### config.mk
export PLATFORM = sky130hd
export DESIGN_NAME = serial_add_sched
export DESIGN_NICKNAME = d
export VERILOG_FILES = /design/src/rtl/serial_add_sched.sv
export SDC_FILE = /design/constraint.sdc
export NUM_CORES = 1
export LEC_CHECK = 0
export ABC_AREA = 1
export BUFFER_PORTS_ARGS = -buffer_cell sky130_fd_sc_hd__buf_2
export CORE_UTILIZATION = 55
export CTS_CLUSTER_SIZE = 10
export DETAILED_ROUTE_END_ITERATION = 10
export GPL_TIMING_DRIVEN = 0
export PLACE_DENSITY = 0.78
export SLEW_MARGIN = 20
export SYNTH_ARGS = -nofsm -noshare
export SYNTH_HDL_FRONTEND = slang
export SYNTH_SLANG_ARGS = --single-unit
### constraint.sdc
create_clock -name clk_i -period 3.85 [get_ports clk_i]
set_input_delay 0.385 -clock clk_i [delete_from_list [all_inputs] [get_ports clk_i]]
set_output_delay 0.385 -clock clk_i [all_outputs]
set_load 0.02 [all_outputs]
### src/rtl/serial_add_sched.sv
// ---------------------------------------------------------------------------
// serial_add_sched
//   Round-robin scheduler and sequencer for a shared bit-serial adder.
//   Two requesters present WIDTH-bit operand pairs. The winner's operands are
//   latched and added LSB-first, one bit per clock, through a single full-adder
//   cell and a carry flop. Sum/Cout are published together with a one-cycle
//   done strobe tagged by the granted requester id.
//
// Ports
//   clk_i      in   1      rising-edge clock
//   rst_i      in   1      asynchronous, active-high reset
//   req0_i     in   1      requester 0 request (level, held until its done)
//   a0_i       in   WIDTH  requester 0 operand A
//   b0_i       in   WIDTH  requester 0 operand B
//   req1_i     in   1      requester 1 request (level, held until its done)
//   a1_i       in   WIDTH  requester 1 operand A
//   b1_i       in   WIDTH  requester 1 operand B
//   busy_o     out  1      high while a job is in ADD or DONE
//   gnt_id_o   out  1      requester currently/last served
//   done_o     out  1      one-cycle strobe, sum_o/cout_o valid for gnt_id_o
//   sum_o      out  WIDTH  (A+B) mod 2^WIDTH of the last completed job
//   cout_o     out  1      carry out of the last completed job
//
// States
//   S_IDLE | waiting for a request; arbitrates and latches operands
//   S_ADD  | one sum bit per clock, exactly WIDTH cycles
//   S_DONE | result published, done_o high for this single cycle
// ---------------------------------------------------------------------------
module serial_add_sched #(
    parameter int WIDTH = 8
) (
    input  logic             clk_i,
    input  logic             rst_i,
    input  logic             req0_i,
    input  logic [WIDTH-1:0] a0_i,
    input  logic [WIDTH-1:0] b0_i,
    input  logic             req1_i,
    input  logic [WIDTH-1:0] a1_i,
    input  logic [WIDTH-1:0] b1_i,
    output logic             busy_o,
    output logic             gnt_id_o,
    output logic             done_o,
    output logic [WIDTH-1:0] sum_o,
    output logic             cout_o
);

    localparam int CW = $clog2(WIDTH);
    localparam logic [CW-1:0] CNT_LAST = CW'(WIDTH - 1);

    typedef enum logic [1:0] {
        S_IDLE = 2'd0,
        S_ADD  = 2'd1,
        S_DONE = 2'd2
    } state_t;

    state_t           state_q, state_d;

    logic [WIDTH-1:0] a_sh_q, a_sh_d;
    logic [WIDTH-1:0] b_sh_q, b_sh_d;
    logic [WIDTH-1:0] acc_q, acc_d;
    logic             carry_q, carry_d;
    logic [CW-1:0]    cnt_q, cnt_d;
    logic             last_q, last_d;
    logic             gnt_q, gnt_d;
    logic [WIDTH-1:0] sum_q, sum_d;
    logic             cout_q, cout_d;

    logic             any_req;
    logic             winner;
    logic             last_bit;
    logic             s_bit;
    logic             c_next;
    logic [WIDTH-1:0] acc_shifted;

    assign any_req  = req0_i | req1_i;
    // On a tie the requester not served last wins; otherwise the sole requester.
    assign winner   = (req0_i & req1_i) ? ~last_q : req1_i;
    assign last_bit = (cnt_q == CNT_LAST);

    // Full-adder cell shared by every bit position.
    assign s_bit  = a_sh_q[0] ^ b_sh_q[0] ^ carry_q;
    assign c_next = (a_sh_q[0] & b_sh_q[0]) | (a_sh_q[0] & carry_q) | (b_sh_q[0] & carry_q);

    // Sum bits enter at the MSB so that after WIDTH shifts bit 0 lands at the LSB.
    assign acc_shifted = {s_bit, acc_q[WIDTH-1:1]};

    // ---------------------------------------------------------------- state reg
    always_ff @(posedge clk_i or posedge rst_i) begin
        if (rst_i) begin
            state_q <= S_IDLE;
        end else begin
            state_q <= state_d;
        end
    end

    // --------------------------------------------------------------- next state
    always_comb begin
        state_d = state_q;
        case (state_q)
            S_IDLE: begin
                if (any_req) begin
                    state_d = S_ADD;
                end
            end
            S_ADD: begin
                if (last_bit) begin
                    state_d = S_DONE;
                end
            end
            S_DONE: begin
                state_d = S_IDLE;
            end
            default: begin
                state_d = S_IDLE;
            end
        endcase
    end

    // ------------------------------------------------------------------ outputs
    always_comb begin
        busy_o = 1'b0;
        done_o = 1'b0;
        case (state_q)
            S_ADD: begin
                busy_o = 1'b1;
            end
            S_DONE: begin
                busy_o = 1'b1;
                done_o = 1'b1;
            end
            default: begin
                busy_o = 1'b0;
                done_o = 1'b0;
            end
        endcase
    end

    assign gnt_id_o = gnt_q;
    assign sum_o    = sum_q;
    assign cout_o   = cout_q;

    // ----------------------------------------------------------------- datapath
    always_comb begin
        a_sh_d  = a_sh_q;
        b_sh_d  = b_sh_q;
        acc_d   = acc_q;
        carry_d = carry_q;
        cnt_d   = cnt_q;
        last_d  = last_q;
        gnt_d   = gnt_q;
        sum_d   = sum_q;
        cout_d  = cout_q;
        case (state_q)
            S_IDLE: begin
                if (any_req) begin
                    a_sh_d  = winner ? a1_i : a0_i;
                    b_sh_d  = winner ? b1_i : b0_i;
                    acc_d   = '0;
                    carry_d = 1'b0;
                    cnt_d   = '0;
                    gnt_d   = winner;
                    last_d  = winner;
                end
            end
            S_ADD: begin
                a_sh_d  = a_sh_q >> 1;
                b_sh_d  = b_sh_q >> 1;
                acc_d   = acc_shifted;
                carry_d = c_next;
                cnt_d   = cnt_q + CW'(1);
                // Publish only the fully formed word so sum_o never shows partials.
                if (last_bit) begin
                    sum_d  = acc_shifted;
                    cout_d = c_next;
                end
            end
            default: begin
                a_sh_d = a_sh_q;
            end
        endcase
    end

    always_ff @(posedge clk_i or posedge rst_i) begin
        if (rst_i) begin
            a_sh_q  <= '0;
            b_sh_q  <= '0;
            acc_q   <= '0;
            carry_q <= 1'b0;
            cnt_q   <= '0;
            last_q  <= 1'b1;
            gnt_q   <= 1'b0;
            sum_q   <= '0;
            cout_q  <= 1'b0;
        end else begin
            a_sh_q  <= a_sh_d;
            b_sh_q  <= b_sh_d;
            acc_q   <= acc_d;
            carry_q <= carry_d;
            cnt_q   <= cnt_d;
            last_q  <= last_d;
            gnt_q   <= gnt_d;
            sum_q   <= sum_d;
            cout_q  <= cout_d;
        end
    end

endmodule

### Word level (Yosys, flattened, before mapping)

Index checks and enable logic that the tools add are counted.

* flip-flop bits (word level): 41
* input bits: 36
* output and inout port bits: 12
* logic and storage cells: 51

* $add $sub $neg: 1
* eq/ne operators: 5
* multiplexer cells: 18
* bitwise logic cells: 10
* reductions and logical operators: 7

Operators with widths (count)
* $pmux 8 s2: 3
* $mux 8: 5
* $reduce_and 2->1: 4
* $pmux 3 s2: 1
* $and 1x1->1: 4
* $mux 1: 4
* $mux 2: 2
* $ne 2x2->1 const B: 2
* $pmux 2 s2: 1
* $add 3x1->3 const B: 1
* $eq 3x3->1 const B: 1
* $mux 3: 1
* $or 1x1->1: 3
* $eq 2x1->1 const B: 1
* $eq 2x2->1 const B: 1
* $logic_not 2->1: 1
* $pmux 1 s2: 1
* $reduce_bool 2->1: 1
* $reduce_or 2->1: 1
* $xor 1x1->1: 2
* $not 1->1: 1

### Longest topological paths before layout

* word-level depth: 5
* gate-level depth with buffers: 9
* depth with buffers taken out: 8

### Worst setup path before layout

Ideal clock, no wire load.

* path kind: reg-to-reg
* start: register cnt_q[0]
* end: register sum_q[0], in the netlist sum_o[0]
* setup time: 0.125 ns
* arrival time: 1.273 ns
* required time: 3.725 ns
* setup slack: 2.452 ns
* stages on the path, launching flop included: 5
* buffers on the path: 0
* clock period less this slack: 1.398 ns
* cells stage by stage: dfrtp_1 > ha_1 > ha_1 > nand2_1 > mux2_2

* cells in the longest elaborated chain, start to end: 2

Ends and longest elaborated chain
* start: declaration: RTL line 62 `logic [CW-1:0] cnt_q, cnt_d;`
* start signal: assignment: RTL line 199 `cnt_q <= cnt_d;`
* $eq 3x3->1: RTL line 78 `assign last_bit = (cnt_q == CNT_LAST);`
* $reduce_and 2->1 (no line)
* end signal: assignment: RTL line 202 `sum_q <= sum_d;`
* end: declaration: RTL line 65 `logic [WIDTH-1:0] sum_q, sum_d;`

Every way passes these cells.
A chain may end at the register's enable or synchronous reset.

### Worst setup path after layout

* start: register state_q[1]
* end: register b_sh_q[0]

* cells in the longest elaborated chain, start to end: 3
* elaborated cells between the ends (all ways): 6
* those cells by class: eq/ne: 2; mux: 1; reduce/logical: 3

Ends and longest elaborated chain
* start: declaration: RTL line 56 `state_t state_q, state_d;`
* start signal: assignment: RTL line 92 `state_q <= state_d;`
* $eq 2x1->1 or $logic_not 2->1 (tied branches): RTL line 153 `case (state_q)`
* $reduce_bool 2->1 (no line) or $ne 2x2->1 (tied branches)
* $reduce_and 2->1 (no line)
* end signal: assignment: RTL line 196 `b_sh_q <= b_sh_d;`
* end: declaration: RTL line 59 `logic [WIDTH-1:0] b_sh_q, b_sh_d;`

Parallel ways exist; a longest one is shown, timed or not.

==> impl_metrics.yaml <==
floorplan:
  row_count: 21
  core_area_um2: 3440
  die_area_um2: 3960
  top_level_ports: 48
  die_w_um: 62.9
  fp.dieH_um: 62.9
  start_util_pct: 59.3
sta:
  maxSlewViolCount: 0
  worstMarginPinSlew_ns: 0.410
  finalSetupViolCount: 0
  setup_slack_ns: 2.25
  fmax_mhz: 626
  slew_headroom_pct: 72.6
  hold_viol_final: 0
  post-route-period-util_pct: 41.5
  rsz0062_at_grt: "false"
  fin_skew_ns: 0.00409
  min_period_ns: 1.60
  fin_setup_tns_ns: 0
place:
  portBuffers: 47
  dp_slack_ns: 2.29
  place.gp.congestion: 0.832
  dp_hpwl_mm: 3.23
power_and_ir_drop:
  ir_drop_uv: 386
  power_density_nw_per_um2: 772
  power_leakage_uw: 0.00136
synthesis:
  synth_xor_area_share_pct: 0
  synth-compound-area-share_pct: 5.15
  synth_mux_area_share_pct: 0.551
  synth_warnings: 0
  syn_avg_cell_area_um2: 7.98
  ys_types: 18
  synth_cells: 256
  ys_seq_area_share_pct: 49.1
  synth-simple-area-share_pct: 34.1
  syn_area_um2: 2040
  synth_top_family_by_area: "simple AND/OR/NAND/NOR gates"
  synth_seq_cells: 40
  yosys.area_share.adder_pct: 4.04
  mappedNetlistNets: 298
setup_path:
  critical_path_class: "reg2reg"
  end_kind: "flop"
  crit_fanout: 10
  cp.arrival_ns: 1.78
  critPathRequiredTime_ns: 4.03
  rrSetupSlack_ns: 2.25
  critPathLaunchType: "flop"
grt:
  grt_pass1_wl_mm: 7.89
  grt_max_degree: 25
  grt_pass1_vias: 1742
  antenna_found_initial: 0
  grt_use_total_pct: 25.5
  grt_overflow: 0
clock_tree:
  h-tree-depth: 2
  clock-sinks: 40
  path_clk_slew_ns: 0.08
  cts_buffers: 5
  ctsHoldBuffers: 0
  insertion_delay_ns: 0.29
  cts_setup_buffers: 0
  root_buffer: "clkbuf_8"
  cts_resized: 0
  tritoncts: "yes"
  cts.path.max_buffers: 2
routing:
  drtAntennaViolNets: 0
  drtIter0Drc: 80
  dr.pass1.iters: 4
  drcViolationCount: 0
  vias: 1823
  vias_per_cell: 5.11
  wirelength_mm: 4.38
  post_drt_wl_per_cell_um: 12.3
job:
  max_cap_violations: 0
final_layout:
  area_delta_synth_final_pct: 22.0
  final_nets: 353
  drive_above_1_share_pct: 28.3
  antennaDiodeCount: 0
run_status:
  status: "completed"
hold_path:
  hp-class: "in2async"
cells in the final DEF, fill, tap and decap left out:
cell type  count
buf_2         52
fa_1           1
buf_4          3
buf_6          4
nand3_1       33
o21ai_1        2
bufinv_16      2
o21ai_0       19
nor2_1        17
dfrtp_1       39
dfstp_2        1
clkbuf_8       5
nand3b_1       1
inv_1         12
nor2_2        13
nand2_1       94
nand2_2        4
ha_1           5
buf_16         1
mux2_2         1
inv_2          2
worst max-delay path: stages (launching register included):
cell and delay (ns):
dfrtp_1 0.37, inv_1 0.07, ha_1 0.28, inv_2 0.13, buf_6 0.14, buf_2 0.23
nand3_1 0.14, nand2_1 0.08, nand2_1 0.04
layer usage:
layer	GRT usage [%]	routed length, µm	part of all wire [%]	vias to the layer above
li1	-	-	-	914
met1	31.8	1940	44	848
met2	43.1	2200	50	55
met3	5.11	180	4.1	6
met4	9.88	59	1.3	0
met5	0	0	0	-
metrics by stage:
stage / hold WS, ns / area (µm²) / std cells / utilization, % / power (µW)
6_report: 0.0785 / 2490 / 357 / 72.4 / 1920
5_1_grt: 0.0956 / 2490 / 357 / 72.4 / 2080
4_1_cts: 0.0805 / 2490 / 357 / 72.4 / 1940
3_5_place_dp: 0.399 / 2360 / 350 / 68.6 / 1520
3_3_place_gp: 0.460 / 2330 / 349 / 67.8 / 1490
2_1_floorplan: 0.446 / 2040 / 256 / - / 1320
area by class of cell:
class / instances / area [µm²]
buffer: 12 / 92.6
clock buffer: 5 / 68.8
clock inverter: 2 / 60.1
fill: 285 / 951
inverter: 14 / 52.6
multi-input combinational: 190 / 895
sequential: 40 / 1000
tap: 46 / 57.6
timing repair buffer: 48 / 263
synthesized netlist by cell type:
cell,number,area share (%)
nand2_1,94,17
dfrtp_1,39,48
nand3_1,33,8.1
o21ai_0,19,4.7
nor2_1,17,3.1
inv_1,13,2.4
nor2_2,13,4.0
buf_2,5,1.2
ha_1,5,3.1
buf_6,4,2.2
nand2_2,4,1.2
buf_4,3,1.1
o21ai_1,2,0.49
dfstp_2,1,1.3
fa_1,1,0.98
inv_2,1,0.18
mux2_2,1,0.55
nand3b_1,1,0.37
sequential cells by signal (all words and copies together) (netlist names):
signal and count:
a_sh_q 8, acc_q 7, b_sh_q 8, carry_q 1, cnt_q 3, cout_o 1
gnt_id_o 1, last_q 1, state_q 2, sum_o 8
power by group:
group | total [µW] | internal (µW) | switching [µW] | leakage (µW)
clock | 398 | 255 | 143 | 0.0000642
sequential | 655 | 571 | 84.5 | 0.000520
combinational | 871 | 323 | 548 | 0.000778
cell families after synthesis:
| logic type | Yosys count |
|---|---|
| compound gates | 21 |
| simple gates | 162 |
| fa+ha+maj | 6 |
| mux | 1 |
| buf+inv | 26 |
| flops | 40 |
final timing paths:
path,start,endpoint,cells after the start
worst max-delay path,state_q[1]$_DFFE_PP0P_,b_sh_q[0]$_DFFE_PP0P_,8
worst min-delay path,rst_i,sum_o[5]$_DFFE_PP0P_,2
worst max register to register,state_q[1]$_DFFE_PP0P_,b_sh_q[0]$_DFFE_PP0P_,8
worst min register to register,last_q$_DFFE_PP1P_,last_q$_DFFE_PP1P_,2
max in group asynchronous,rst_i,last_q$_DFFE_PP1P_,3
min in group clk_i,a0_i[3],a_sh_q[3]$_DFFE_PP0P_,5
No activity file was read; power rests on OpenSTA's default activity.
